[src/rtl/uart_frame_scheduler_pkg.sv]
// Shared types and constants for the UART frame scheduler.
// Frame lengths are provided both with and without the trailing checksum
// byte; the top selects between them via UART_SCHED_CHECKSUM_EN.
package uart_frame_pkg;

  typedef enum logic [1:0] {
    S_IDLE = 2'd0,
    S_LOAD = 2'd1,
    S_SEND = 2'd2,
    S_WAIT = 2'd3
  } state_e;

  typedef enum logic {
    FT_POS  = 1'b0,
    FT_FIRE = 1'b1
  } frame_e;

  localparam logic [7:0] HDR_POS_DEFAULT  = 8'hA5;
  localparam logic [7:0] HDR_FIRE_DEFAULT = 8'h5A;

  localparam int IDX_W = 3;

  localparam logic [IDX_W-1:0] POS_LEN_CK    = 3'd5;
  localparam logic [IDX_W-1:0] POS_LEN_NOCK  = 3'd4;
  localparam logic [IDX_W-1:0] FIRE_LEN_CK   = 3'd3;
  localparam logic [IDX_W-1:0] FIRE_LEN_NOCK = 3'd2;

  // Byte idx of a frame built from the given snapshot. The checksum slot
  // (XOR of all preceding bytes) is always computable; whether it is sent
  // depends only on the frame length chosen by the caller.
  function automatic logic [7:0] frame_byte(
    input frame_e           ft,
    input logic [IDX_W-1:0] idx,
    input logic [7:0]       hdr_pos,
    input logic [7:0]       hdr_fire,
    input logic [9:0]       x,
    input logic [9:0]       y,
    input logic [1:0]       dir
  );
    logic [7:0] b0, b1, b2, b3;
    logic [7:0] res;
    res = 8'h00;
    if (ft == FT_FIRE) begin
      b0 = hdr_fire;
      b1 = {6'b000000, dir};
      case (idx)
        3'd0:    res = b0;
        3'd1:    res = b1;
        3'd2:    res = b0 ^ b1;
        default: res = 8'h00;
      endcase
    end else begin
      b0 = hdr_pos;
      b1 = x[7:0];
      b2 = y[7:0];
      b3 = {2'b00, dir, y[9:8], x[9:8]};
      case (idx)
        3'd0:    res = b0;
        3'd1:    res = b1;
        3'd2:    res = b2;
        3'd3:    res = b3;
        3'd4:    res = b0 ^ b1 ^ b2 ^ b3;
        default: res = 8'h00;
      endcase
    end
    return res;
  endfunction

endpackage

[src/rtl/uart_frame_scheduler_if.sv]
// Byte handshake between the frame scheduler (master) and the UART
// transmitter (slave): tx_start/tx_data out, tx_done back.
interface uart_frame_scheduler_if;
  logic       tx_start;
  logic [7:0] tx_data;
  logic       tx_done;

  modport master (output tx_start, output tx_data, input tx_done);
  modport slave  (input tx_start, input tx_data, output tx_done);
endinterface

[src/rtl/uart_frame_scheduler_edge_rise.sv]
// Registered rising-edge detector: o_rise is high in the cycle where i_sig
// is high and its previous sampled value was low.
module edge_rise (
  input  logic clk,
  input  logic rst,
  input  logic i_sig,
  output logic o_rise
);

  logic r_prev;

  // Remember last cycle's level
  always_ff @(posedge clk) begin
    if (rst) r_prev <= 1'b0;
    else     r_prev <= i_sig;
  end

  assign o_rise = i_sig & ~r_prev;

endmodule

[src/rtl/uart_frame_scheduler.sv]
// uart_frame_scheduler: arbitrates the UART transmitter between periodic
// position frames (every FRAME_DIV-th vsync edge) and fire-event frames.
// Fire frames win when both are pending; requests coalesce while pending.
// Optional feature macro: UART_SCHED_CHECKSUM_EN appends an XOR checksum
// byte to every frame (pos 5 bytes, fire 3) instead of (pos 4, fire 2).
module uart_frame_scheduler
  import uart_frame_pkg::*;
#(
  parameter int unsigned FRAME_DIV = 1,
  parameter logic [7:0]  HDR_POS   = HDR_POS_DEFAULT,
  parameter logic [7:0]  HDR_FIRE  = HDR_FIRE_DEFAULT
) (
  input  logic                          clk,
  input  logic                          rst,
  input  logic                          i_select_mode,
  input  logic                          i_vsync,
  input  logic                          i_fire,
  input  logic [9:0]                    i_xpos,
  input  logic [9:0]                    i_ypos,
  input  logic [1:0]                    i_direction_bullet,
  uart_frame_scheduler_if.master        tx_if,
  output logic                          o_busy,
  output logic                          o_frame_sent
);

  localparam logic [1:0] ST_IDLE = S_IDLE;
  localparam logic [1:0] ST_LOAD = S_LOAD;
  localparam logic [1:0] ST_SEND = S_SEND;
  localparam logic [1:0] ST_WAIT = S_WAIT;

`ifdef UART_SCHED_CHECKSUM_EN
  localparam logic [IDX_W-1:0] POS_LEN  = POS_LEN_CK;
  localparam logic [IDX_W-1:0] FIRE_LEN = FIRE_LEN_CK;
`else
  localparam logic [IDX_W-1:0] POS_LEN  = POS_LEN_NOCK;
  localparam logic [IDX_W-1:0] FIRE_LEN = FIRE_LEN_NOCK;
`endif

  localparam logic [7:0] DIV_LAST = 8'(FRAME_DIV - 1);

  logic [1:0]       r_state;
  frame_e           r_ftype;
  logic [IDX_W-1:0] r_idx;
  logic [7:0]       r_tx_data;
  logic             r_frame_sent;
  logic             r_pos_pend;
  logic             r_fire_pend;
  logic [7:0]       r_div;
  logic [9:0]       r_x;
  logic [9:0]       r_y;
  logic [1:0]       r_dir;

  logic             w_vs_rise;
  logic             w_fire_rise;
  logic             w_start_fire;
  logic             w_start_pos;
  logic [IDX_W-1:0] w_len;
  logic [IDX_W-1:0] w_idx_nxt;
  logic             w_last;

  edge_rise u_vs_edge (
    .clk    (clk),
    .rst    (rst),
    .i_sig  (i_vsync),
    .o_rise (w_vs_rise)
  );

  edge_rise u_fire_edge (
    .clk    (clk),
    .rst    (rst),
    .i_sig  (i_fire),
    .o_rise (w_fire_rise)
  );

  // Requests are only granted in multiplayer mode; fire beats position.
  assign w_start_fire = (r_state == ST_IDLE) && i_select_mode && r_fire_pend;
  assign w_start_pos  = (r_state == ST_IDLE) && i_select_mode && !r_fire_pend && r_pos_pend;

  assign w_len     = (r_ftype == FT_FIRE) ? FIRE_LEN : POS_LEN;
  assign w_idx_nxt = r_idx + 1'b1;
  assign w_last    = (r_idx == (w_len - 1'b1));

  // Vsync divider and pending request flags. A grant clears its flag
  // before a same-cycle edge is applied, so that edge is not lost.
  always_ff @(posedge clk) begin
    if (rst) begin
      r_div       <= 8'h00;
      r_pos_pend  <= 1'b0;
      r_fire_pend <= 1'b0;
    end else if (!i_select_mode) begin
      r_div       <= 8'h00;
      r_pos_pend  <= 1'b0;
      r_fire_pend <= 1'b0;
    end else begin
      if (w_start_fire) r_fire_pend <= 1'b0;
      if (w_start_pos)  r_pos_pend  <= 1'b0;
      if (w_vs_rise) begin
        if (r_div == DIV_LAST) begin
          r_div      <= 8'h00;
          r_pos_pend <= 1'b1;
        end else begin
          r_div <= r_div + 8'd1;
        end
      end
      if (w_fire_rise) r_fire_pend <= 1'b1;
    end
  end

  // Frame sequencer: IDLE -> LOAD -> SEND -> WAIT -> (SEND | IDLE).
  // tx_data is loaded on the transition into SEND so it is valid together
  // with tx_start and held through WAIT.
  always_ff @(posedge clk) begin
    if (rst) begin
      r_state      <= ST_IDLE;
      r_ftype      <= FT_POS;
      r_idx        <= '0;
      r_tx_data    <= 8'h00;
      r_frame_sent <= 1'b0;
    end else begin
      r_frame_sent <= 1'b0;
      case (r_state)
        ST_IDLE: begin
          if (w_start_fire) begin
            r_ftype <= FT_FIRE;
            r_state <= ST_LOAD;
          end else if (w_start_pos) begin
            r_ftype <= FT_POS;
            r_state <= ST_LOAD;
          end
        end
        ST_LOAD: begin
          r_idx     <= '0;
          r_tx_data <= frame_byte(r_ftype, '0, HDR_POS, HDR_FIRE,
                                  i_xpos, i_ypos, i_direction_bullet);
          r_state   <= ST_SEND;
        end
        ST_SEND: begin
          r_state <= ST_WAIT;
        end
        ST_WAIT: begin
          if (tx_if.tx_done) begin
            if (w_last) begin
              r_state      <= ST_IDLE;
              r_frame_sent <= 1'b1;
            end else begin
              r_idx     <= w_idx_nxt;
              r_tx_data <= frame_byte(r_ftype, w_idx_nxt, HDR_POS, HDR_FIRE,
                                      r_x, r_y, r_dir);
              r_state   <= ST_SEND;
            end
          end
        end
        default: r_state <= ST_IDLE;
      endcase
    end
  end

  // Position/direction snapshot taken once per frame in LOAD
  always_ff @(posedge clk) begin
    if (r_state == ST_LOAD) begin
      r_x   <= i_xpos;
      r_y   <= i_ypos;
      r_dir <= i_direction_bullet;
    end
  end

  assign tx_if.tx_start = (r_state == ST_SEND);
  assign tx_if.tx_data  = r_tx_data;
  assign o_busy         = (r_state != ST_IDLE);
  assign o_frame_sent   = r_frame_sent;

endmodule

[src/flat_wrapper.sv]
// flat-port wrapper written by rule: the top's interface ports become plain ports
module uart_frame_scheduler_flat import uart_frame_pkg::*;
#(
  parameter int unsigned FRAME_DIV = 1,
  parameter logic [7:0]  HDR_POS   = HDR_POS_DEFAULT,
  parameter logic [7:0]  HDR_FIRE  = HDR_FIRE_DEFAULT
)
  (clk, rst, i_select_mode, i_vsync, i_fire, i_xpos, i_ypos, i_direction_bullet, o_busy, o_frame_sent, tx_if_tx_start, tx_if_tx_data, tx_if_tx_done);
  uart_frame_scheduler_if tx_if_i ();
  input  logic clk;
  input  logic rst;
  input  logic i_select_mode;
  input  logic i_vsync;
  input  logic i_fire;
  input  logic [9:0] i_xpos;
  input  logic [9:0] i_ypos;
  input  logic [1:0] i_direction_bullet;
  output logic o_busy;
  output logic o_frame_sent;
  output wire logic [$bits(tx_if_i.tx_start)-1:0] tx_if_tx_start;
  output wire logic [$bits(tx_if_i.tx_data)-1:0] tx_if_tx_data;
  input wire logic [$bits(tx_if_i.tx_done)-1:0] tx_if_tx_done;
  assign tx_if_tx_start = tx_if_i.tx_start;
  assign tx_if_tx_data = tx_if_i.tx_data;
  assign tx_if_i.tx_done = tx_if_tx_done;
  uart_frame_scheduler #(.FRAME_DIV(FRAME_DIV), .HDR_POS(HDR_POS), .HDR_FIRE(HDR_FIRE)) u_core (.clk(clk), .rst(rst), .i_select_mode(i_select_mode), .i_vsync(i_vsync), .i_fire(i_fire), .i_xpos(i_xpos), .i_ypos(i_ypos), .i_direction_bullet(i_direction_bullet), .tx_if(tx_if_i), .o_busy(o_busy), .o_frame_sent(o_frame_sent));
endmodule
[config.mk]
export PLATFORM = sky130hd
export DESIGN_NAME = uart_frame_scheduler_flat
export DESIGN_NICKNAME = d
export VERILOG_FILES = /design/src/rtl/uart_frame_scheduler_pkg.sv /design/src/rtl/uart_frame_scheduler_if.sv /design/src/rtl/uart_frame_scheduler_edge_rise.sv /design/src/rtl/uart_frame_scheduler.sv /design/src/flat_wrapper.sv
export SDC_FILE = /design/constraint.sdc
export NUM_CORES = 1
export LEC_CHECK = 0
export ABC_CLOCK_PERIOD_IN_PS = 2600
export BUFFER_PORTS_ARGS = -buffer_cell sky130_fd_sc_hd__buf_2
export CORE_ASPECT_RATIO = 0.75
export CORE_UTILIZATION = 56
export DETAILED_ROUTE_END_ITERATION = 10
export HOLD_SLACK_MARGIN = 0.06
export PLACE_DENSITY = 0.87
export SLEW_MARGIN = 20
export SYNTH_ARGS = -nofsm -noshare
export SYNTH_HDL_FRONTEND = slang
export SYNTH_SLANG_ARGS = --single-unit
[constraint.sdc]
create_clock -name clk -period 2.6 [get_ports clk]
set_input_delay 0.13 -clock clk [delete_from_list [all_inputs] [get_ports clk]]
set_output_delay 0.13 -clock clk [all_outputs]
set_load 0.1 [all_outputs]
==> flow_metrics.env, run 1 <==
export IMPL_outcome="finished clean"
export IMPL_initial_utilization_pct=58.65
export IMPL_root_buffer="clkbuf_8"
export IMPL_globalplace_congestion=0.9125
export IMPL_synthAdderAreaFrac_pct=5.230
export IMPL_dieArea_um2=4540
export IMPL_dieWidth_um=77.47
export IMPL_cts_tree="built"
export IMPL_dp_hpwl_mm=3.562
export IMPL_worstMarginPinSlew_ns=0.5851
export IMPL_critPathMostFrequentCell="ha_1"
export IMPL_multiInputGateArea_um2=1087
export IMPL_crit_path_end="u_core.tx_if.tx_data[2]$_SDFFE_PP0P_"
export IMPL_layout_area_seq_um2=1201
export IMPL_netlist_instances=215
export IMPL_async_flop_share_pct=0
export IMPL_max_slew_margin_rel_pct=60.88
export IMPL_io_buffers=38
export IMPL_antenna_found_initial=0
export IMPL_path_cells="ha_1 -> ha_1 -> nor2b_1 -> nor2_1 -> o31ai_1 -> nor3_1"
export IMPL_period_needed_ns=2.126
export IMPL_clock_latency_ns=0.29
export IMPL_rsz0062_at_grt="false"
export IMPL_syn_avg_cell_area_um2=11.13
export IMPL_slowest_stage="o31ai_1"
export IMPL_regToRegEndpoint="u_core.tx_if.tx_data[2]$_SDFFE_PP0P_"
export IMPL_min_path_type="in2reg"
export IMPL_crit_start="u_core.r_idx[1]$_SDFFE_PP0P_"
export IMPL_grt_pass1_wl_mm=8.604
export IMPL_grt_start_max_net_pins=23
export IMPL_overflow=0
export IMPL_drt_total_wl_mm=5.280
export IMPL_drv_slew=0
export IMPL_final_cells=334
export IMPL_dr_pass1_iters=7
export IMPL_r2r_start="u_core.r_idx[1]$_SDFFE_PP0P_"
export IMPL_max_freq_mhz=470.3
export IMPL_clkSinkCount=49
export IMPL_ios=39
export IMPL_viasPerCell=5.826
export IMPL_netlist_area_um2=2392
export IMPL_seq_area_frac_synth_pct=50.21
export IMPL_fin_crit_sh_pct=81.78
export IMPL_die_h_um=58.61
export IMPL_numCtsBuffers=5
export IMPL_tns_ns=0
export IMPL_drive_gt1_share_pct=19.00
export IMPL_synth_top_family_by_area="simple AND/OR/NAND/NOR gates"
export IMPL_grt_pass1_vias=1838
export IMPL_num_rows=20
export IMPL_yosys_most_used_dff="dfxtp_1"
export IMPL_leakage_uw=0.001173
export IMPL_synth_xor_area_share_pct=9.728
export IMPL_grt_total_usage_pct=25.13
export IMPL_dr_first_iter_drc_count=267
export IMPL_n_antenna_cell=0
export IMPL_max_stage_delay_ns=0.45
export IMPL_required_ns=2.76
export IMPL_powerDensity_nw_per_um2=517.8
export IMPL_htreeDepth=2
export IMPL_syn_nets=253
export IMPL_postRouteAntennaNets=0
export IMPL_synthSimpleGateAreaFrac_pct=15.06
export IMPL_synth_compound_area_share_pct=14.91
export IMPL_path_class="reg2reg"
export IMPL_peakVddDrop_uv=309.4
export IMPL_path_depth=6
export IMPL_critPathMaxFanout=8
export IMPL_placedCellCount=302
export IMPL_fin_skew_ns=0.005874
export IMPL_core_area_um2=4079
export IMPL_drc=0
export IMPL_path_clk_slew_ns=0.08
export IMPL_cp_start_kind="flip-flop"
export IMPL_ys_seq_elements=49
export IMPL_worst_r2r_cell_count=6
export IMPL_ys_types=47
export IMPL_syn2layout_area_growth_pct=23.01
export IMPL_wl_per_cell_um=15.81
export IMPL_nets=316
export IMPL_clockBufferDepth=2
export IMPL_hold_viol=0
export IMPL_synth_edf_count=22
export IMPL_yosysWarningCount=0
export IMPL_setup_viol=0
export IMPL_via_count=1946
export IMPL_crit_family="adder cells"
export IMPL_muxShareOfSynthArea_pct=0.4184
export IMPL_cp_arrival_ns=2.29
export IMPL_cp_num_buf_inv=0
export IMPL_rrSetupSlack_ns=0.47
export IMPL_fillers=280
export IMPL_cts_setup_buffers=0
export IMPL_cap_violations=0
export IMPL_cp_end_kind="flip-flop"
==> cells in the mapped netlist, drive strengths merged (4+ instances only) <==
| library cell | n | area, µm² |
|---|---|---|
| xor2 | 7 | 61.31 |
| xnor2 | 4 | 35.03 |
| inv | 13 | 48.80 |
| ha | 10 | 125.1 |
| o22ai | 4 | 25.02 |
| edfxtp | 22 | 660.6 |
| a222oi | 6 | 60.06 |
| dfxtp | 27 | 540.5 |
| nand4 | 8 | 50.05 |
| nor3 | 5 | 25.02 |
| nor2b | 5 | 31.28 |
| nand2 | 15 | 56.30 |
| nor2 | 18 | 67.56 |
| nand3 | 5 | 25.02 |
| a21oi | 9 | 45.04 |
| xnor3 | 5 | 112.6 |
| buf | 7 | 53.80 |
==> worst register-to-register path: cells and delay by family (launching register included) <==
| kind | cells | cell delay, ns |
|---|---|---|
| adder cells (fa/ha/maj) | 2 | 0.59 |
| AO/OA/AOI/OAI | 1 | 0.45 |
| AND/OR/NAND/NOR | 3 | 0.55 |
| flip-flops | 1 | 0.41 |
==> cell families (layout without fill, tap and decap cells) <==
group,count (synthesis),after routing
XOR/XNOR,17,17
AO/OA/AOI/OAI,46,46
buffers and inverters,21,85
multiplexers,1,1
AND/OR/NAND/NOR,71,71
adder cells (fa/ha/maj),10,10
flip-flops,49,49
==> layout by cell type, fill, tap and decap left out, types with 6 or more instances in the layout <==
cell type and instances:
nand2_1 15, buf_2 38, nor2_1 17, edfxtp_1 22
inv_1 13, dfxtp_1 27, a222oi_1 6, a21oi_1 9
xor2_1 7, clkbuf_8 6, ha_1 10, dlygate4sd3_1 24
nand4_1 8
==> metal layers <==
layer  track usage [%]  part of all wire, %  routed length [µm]  vias up
met2             40.46                   49                2565       89
li1                  -                    -                   -      937
met1             32.76                   43                2251      914
met3             6.822                  7.5                 394        6
met4             9.973                  1.3                  68        0
met5                 0                    0                   0        -
==> flip-flops by register name (all words and copies together) (netlist names), 2 cells and up <==
signal,cells
u_core.r_dir,2
u_core.r_idx,3
u_core.r_state,2
u_core.r_div,8
u_core.tx_if.tx_data,8
u_core.r_y,10
u_core.r_x,10
==> worst min path at each step <==
stage                       start                                    to  slack [ns]  cells past startpoint
finish              tx_if_tx_done        u_core.o_frame_sent$_SDFF_PP0_        0.12                      2
global placement        i_ypos[9]               u_core.r_y[9]$_DFFE_PP_        0.31                      1
detailed placement      i_ypos[6]               u_core.r_y[6]$_DFFE_PP_        0.31                      1
CTS                 tx_if_tx_done        u_core.o_frame_sent$_SDFF_PP0_        0.12                      2
global route        tx_if_tx_done        u_core.o_frame_sent$_SDFF_PP0_        0.11                      2
floorplan                     rst  u_core.tx_if.tx_data[6]$_SDFFE_PP0P_        0.20                      1
==> stage by stage <==
| step | hold WS, ns | util, % | power [µW] | area, µm² | worst slack (ns) |
|---|---|---|---|---|---|
| 2_1_floorplan | 0.1962 | - | 1007 | 2392 | 0.7089 |
| 6_report | 0.1198 | 72.15 | 1524 | 2943 | 0.4736 |
| 3_3_place_gp | 0.3071 | 64.02 | 1049 | 2611 | 0.7020 |
| 3_5_place_dp | 0.3081 | 64.02 | 1055 | 2611 | 0.6294 |
| 5_1_grt | 0.1115 | 72.15 | 1592 | 2943 | 0.3379 |
| 4_1_cts | 0.1177 | 72.15 | 1528 | 2943 | 0.5570 |
==> cell type report <==
class / instances / area share, %
Clock buffer: 8 / 3.104
Inverter: 13 / 1.658
Tap cell: 55 / 2.338
Timing Repair Buffer: 64 / 15.14
Sequential cell: 49 / 40.82
Multi-Input combinational cell: 145 / 36.95
==> what timing repair did <==
| action | in CTS | in global routing |
|---|---|---|
| hold endpoints to repair | 24 | 0 |
| gates resized for setup | 0 | 0 |
| hold buffers | 24 | 0 |
| endpoints found under the setup margin | 0 | 0 |
==> power by group <==
group | leakage (µW) | total [µW] | switching, µW | internal [µW]
clock | 0.0000485 | 456 | 235 | 221
sequential | 0.000419 | 853 | 20.2 | 833
combinational | 0.000705 | 214 | 128 | 85.9
(Power assumes the default switching activity.)
==> inputs of run 2 (changes only) <==
- ABC_AREA: not set -> 1
- ABC_CLOCK_PERIOD_IN_PS: 2600 -> 2200
- clock period: 2.6 -> 2.2 ns (I/O delays scaled with it)
==> flow_metrics.env, run 2 <==
export IMPL_cts_setup_buffers=0
export IMPL_rsz0062_at_grt="false"
export IMPL_worstMarginPinSlew_ns=0.5701
export IMPL_required_ns=2.40
export IMPL_powerDensity_nw_per_um2=624.2
export IMPL_dr_first_iter_drc_count=269
export IMPL_dr_pass1_iters=5
export IMPL_synth_edf_count=22
export IMPL_drc=0
export IMPL_max_slew_margin_rel_pct=61.60
export IMPL_cap_violations=0
export IMPL_globalplace_congestion=0.8966
export IMPL_netlist_instances=345
export IMPL_outcome="finished clean"
export IMPL_yosys_most_used_dff="dfxtp_1"
export IMPL_yosysTopAreaCell="edfxtp_1"
export IMPL_ys_types=25
export IMPL_cp_start_kind="flip-flop"
export IMPL_n_antenna_cell=0
export IMPL_detailedPlace_worstSlack_ns=0.3613
export IMPL_async_flop_share_pct=0
export IMPL_root_buffer="clkbuf_8"
export IMPL_synth_most_common_cell="nand2_1"
export IMPL_io_buffers=38
export IMPL_fin_crit_sh_pct=86.79
export IMPL_fin_skew_ns=0.003929
export IMPL_postRouteAntennaNets=0
export IMPL_via_count=2388
export IMPL_grt_pass1_vias=2156
export IMPL_cp_arrival_ns=2.11
export IMPL_die_h_um=60.68
export IMPL_synthTopCellsByCount="106 x nand2_1, 56 x inv_1, 42 x nor2_1, 27 x dfxtp_1, 25 x nand3_1"
export IMPL_syn_avg_cell_area_um2=7.453
export IMPL_seq_area_frac_synth_pct=46.72
export IMPL_reg_top3="u_core.r_x: 10 flops, u_core.r_y: 10 flops"
export IMPL_syn_nets=383
export IMPL_leakage_uw=0.001545
export IMPL_wl_per_cell_um=11.90
export IMPL_mostFrequentLayoutCell="nand2_1"
export IMPL_grt_total_usage_pct=25.76
export IMPL_layout_setup_ws_ns=0.2905
export IMPL_drv_slew=0
export IMPL_antenna_found_initial=0
export IMPL_overflow=0
export IMPL_clockBufferDepth=2
export IMPL_grt_pass1_wl_mm=9.294
export IMPL_htreeDepth=2
export IMPL_drt_total_wl_mm=5.607
export IMPL_rrSetupSlack_ns=0.29
export IMPL_peakVddDrop_uv=359.4
export IMPL_nets=453
export IMPL_core_area_um2=4229
export IMPL_clkSinkCount=49
export IMPL_min_path_type="in2reg"
export IMPL_dieWidth_um=80.24
export IMPL_viasPerCell=5.070
export IMPL_clock_latency_ns=0.30
export IMPL_ys_seq_elements=49
export IMPL_grt_start_max_net_pins=23
export IMPL_num_rows=20
export IMPL_ios=39
export IMPL_syn2layout_area_growth_pct=23.02
export IMPL_path_clk_slew_ns=0.09
export IMPL_critPathMaxFanout=7
export IMPL_path_class="reg2reg"
export IMPL_dieArea_um2=4869
export IMPL_yosysWarningCount=0
export IMPL_tns_ns=0
export IMPL_numCtsBuffers=5
export IMPL_setup_viol=0
export IMPL_netlist_area_um2=2571
export IMPL_cts_tree="built"
export IMPL_hold_viol=0
export IMPL_yosys_top_cells_area="edfxtp_1 26%, dfxtp_1 21%, nand2_1 15%"
export IMPL_final_cell_mix="106 x nand2_1, 56 x inv_1, 42 x nor2_1"
export IMPL_synth_top_area_share_pct=25.69
export IMPL_drive_gt1_share_pct=13.94
export IMPL_cp_end_kind="flip-flop"
export IMPL_initial_utilization_pct=60.80
export IMPL_period_needed_ns=1.909
export IMPL_dp_hpwl_mm=3.936
export IMPL_utilization_pct=74.79
export IMPL_max_freq_mhz=523.7
-- run 2: power by group --
part	switching, µW	internal, µW
clock network	287	257
logic	278	123
registers	30.9	998
total	596	1380
-- run 2: area by class of cell --
class | count | area, µm²
clock buffer | 8 | 90.09
fill | 315 | 1066
inverter | 57 | 214.0
multi-input combinational | 237 | 1131
sequential | 49 | 1201
tap | 55 | 68.82
timing repair buffer | 65 | 457.9
-- run 2: what timing repair did --
| action | CTS | global route |
|---|---|---|
| gates resized for setup | 0 | 0 |
| hold buffers | 26 | 0 |
| endpoints found under the hold margin | 26 | 0 |
-- run 2: path summary, 6_finish.rpt --
path,from,to,depth (start not counted)
max reg2reg,u_core.r_idx[1]$_SDFFE_PP0P_,u_core.tx_if.tx_data[3]$_SDFFE_PP0P_,8
max,u_core.r_idx[1]$_SDFFE_PP0P_,u_core.tx_if.tx_data[3]$_SDFFE_PP0P_,8
min reg2reg,u_core.r_div[7]$_SDFFE_PP0P_,u_core.r_div[7]$_SDFFE_PP0P_,2
min,i_select_mode,u_core.r_ftype$_SDFFE_PP0P_,3
-- run 2: routing by layer --
layer	wire length [µm]	up-vias	GRT usage [%]
met5	0	-	0
met4	72	0	7.908
met3	357	11	6.767
met2	2556	91	42.61
met1	2621	1067	33.78
li1	-	1219	-
-- run 2: logic make-up (layout without fill, tap and decap cells) --
family	after synthesis	in the layout	share of synthesized area [%]
adders and majority gates	10	10	4.866
AOI/OAI and AO/OA	36	36	7.689
xor gates and xnor gates	1	1	0.3407
and+or+nand+nor	190	190	31.09
buffers and inverters	59	130	9.294
DFF	49	49	46.72
-- run 2: worst max-delay path: stages (launching register included) --
cell and delay [ns]:
dfxtp_1 0.46, ha_1 0.27, ha_1 0.31, nand2_1 0.14
inv_1 0.16, nor2_1 0.18, nor2_1 0.07, nor2_1 0.14
a21oi_1 0.09
-- run 2: metrics by stage --
step / hold slack [ns] / power (µW) / std cells / instance area, µm²
2_1_floorplan: 0.1724 / 1325 / 345 / 2571
3_5_place_dp: 0.2881 / 1408 / 437 / 2813
4_1_cts: 0.1017 / 1971 / 471 / 3163
5_1_grt: 0.1222 / 2068 / 471 / 3163
3_3_place_gp: 0.2863 / 1399 / 437 / 2813
6_report: 0.1036 / 1974 / 471 / 3163
==> inputs of run 3 (changes only) <==
- SETUP_SLACK_MARGIN: not set -> 0.5
==> flow_metrics.env, run 3 (same netlist as run 2, synthesis figures left out) <==
export IMPL_outcome="finished clean"
export IMPL_final_cell_mix="104 x nand2_1, 53 x inv_1, 38 x nor2_1, 38 x buf_2, 27 x dlygate4sd3_1"
export IMPL_dp_hpwl_mm=3.856
export IMPL_cap_violations=0
export IMPL_peakVddDrop_uv=517.1
export IMPL_dr_first_iter_drc_count=216
export IMPL_drv_slew=0
export IMPL_initial_utilization_pct=60.80
export IMPL_n_antenna_cell=0
export IMPL_antenna_found_initial=0
export IMPL_rsz0062_at_grt="false"
export IMPL_cts_tree="built"
export IMPL_root_buffer="clkbuf_8"
export IMPL_hold_path_startpoint="i_select_mode"
export IMPL_required_ns=2.39
export IMPL_fillers=280
export IMPL_nets=454
export IMPL_final_cells=472
export IMPL_fin_skew_ns=0.01110
export IMPL_grt_pass1_wl_mm=9.335
export IMPL_placedCellCount=437
export IMPL_detailedPlace_worstSlack_ns=0.3217
export IMPL_globalplace_congestion=0.8890
export IMPL_mostFrequentLayoutCell="nand2_1"
export IMPL_utilization_pct=76.63
export IMPL_tns_ns=0
export IMPL_viasPerCell=5.091
export IMPL_ios=39
export IMPL_r2r_start="u_core.r_idx[1]$_SDFFE_PP0P_"
export IMPL_gr_usage_met1_pct=34.86
export IMPL_cp_arrival_ns=1.84
export IMPL_grt_total_usage_pct=25.91
export IMPL_core_area_um2=4229
export IMPL_drc=0
export IMPL_via_count=2403
export IMPL_rrSetupSlack_ns=0.55
export IMPL_hold_viol=0
export IMPL_clock_latency_ns=0.31
export IMPL_whs_ns=0.08737
export IMPL_powerDensity_nw_per_um2=642.3
export IMPL_drive_gt1_share_pct=17.27
export IMPL_met2_usage_pct=42.74
export IMPL_dieArea_um2=4869
export IMPL_gr_usage_met3_pct=6.617
export IMPL_period_needed_ns=1.648
export IMPL_syn2layout_area_growth_pct=26.03
export IMPL_grt_busiest_layer="met2"
export IMPL_cp_end_kind="flip-flop"
export IMPL_dr_pass1_iters=5
export IMPL_multiInputGateArea_um2=1176
export IMPL_postRouteAntennaNets=0
export IMPL_crit_start="u_core.r_idx[1]$_SDFFE_PP0P_"
export IMPL_fin_crit_sh_pct=74.90
export IMPL_max_freq_mhz=606.8
export IMPL_htreeDepth=2
export IMPL_layout_area_seq_um2=1207
export IMPL_grt_pass1_vias=2092
export IMPL_critPathMaxFanout=7
export IMPL_numCtsBuffers=5
export IMPL_dieWidth_um=80.24
export IMPL_io_buffers=38
export IMPL_path_clk_slew_ns=0.09
export IMPL_layout_setup_ws_ns=0.5521
export IMPL_leakage_uw=0.001554
export IMPL_num_rows=20
export IMPL_overflow=0
export IMPL_reg_top3="u_core.r_x: 10 flops, u_core.r_y: 10 flops"
export IMPL_clockBufferDepth=2
export IMPL_clkSinkCount=49
export IMPL_wl_per_cell_um=12.40
export IMPL_die_h_um=60.68
export IMPL_cts_setup_buffers=0
export IMPL_path_class="reg2reg"
export IMPL_drt_total_wl_mm=5.855
export IMPL_cp_start_kind="flip-flop"
export IMPL_worstMarginPinSlew_ns=0.4863
export IMPL_min_path_type="in2reg"
export IMPL_max_slew_margin_rel_pct=67.24
export IMPL_setup_viol=0
export IMPL_grt_start_max_net_pins=23
## run 3: final timing paths
path                                                        endpoint  depth (start not counted)
worst max-delay path            u_core.tx_if.tx_data[4]$_SDFFE_PP0P_                          8
worst min-delay path                     u_core.r_ftype$_SDFFE_PP0P_                          3
worst max register to register  u_core.tx_if.tx_data[4]$_SDFFE_PP0P_                          8
worst min register to register          u_core.r_div[0]$_SDFFE_PP0P_                          2
## run 3: repair_timing
item / in CTS / in global routing
gates resized for setup: 7 / 8
hold buffers: 27 / 0
hold endpoints to repair: 27 / 0
setup endpoints to repair: 8 / 8
## run 3: final cells by class
cell class	instances	area share, %
inverters	57	6.602
clock buffers	6	2.239
flip-flops and latches	49	37.26
well taps	55	2.124
clock inverters	2	1.042
multi-input cells	237	36.29
repair buffers	66	14.44
## run 3: layer usage
metal  vias to the layer above  share of wire [%]
met5                         -                  0
met4                         0               0.89
met3                         7                7.5
met2                       112                 47
met1                      1057                 45
li1                       1227                  -
## run 3: power breakdown
group	switching [µW]	internal, µW
Sequential	33.5	998
Combinational	286	129
Clock	300	336
## run 3: metrics by stage
step	power [µW]	cell area, µm²
2_1_floorplan	1326	2576
3_3_place_gp	1399	2818
3_5_place_dp	1410	2818
4_1_cts	2059	3214
5_1_grt	2159	3241
6_report	2082	3241
## run 3: worst max-delay path: stages, from the launching register on
cell and delay, ns:
dfxtp_4 0.38, ha_4 0.19, ha_1 0.21, inv_1 0.19, o21ai_0 0.16, nand3_1 0.13
nor2_1 0.06, nor2_2 0.12, a21oi_1 0.08
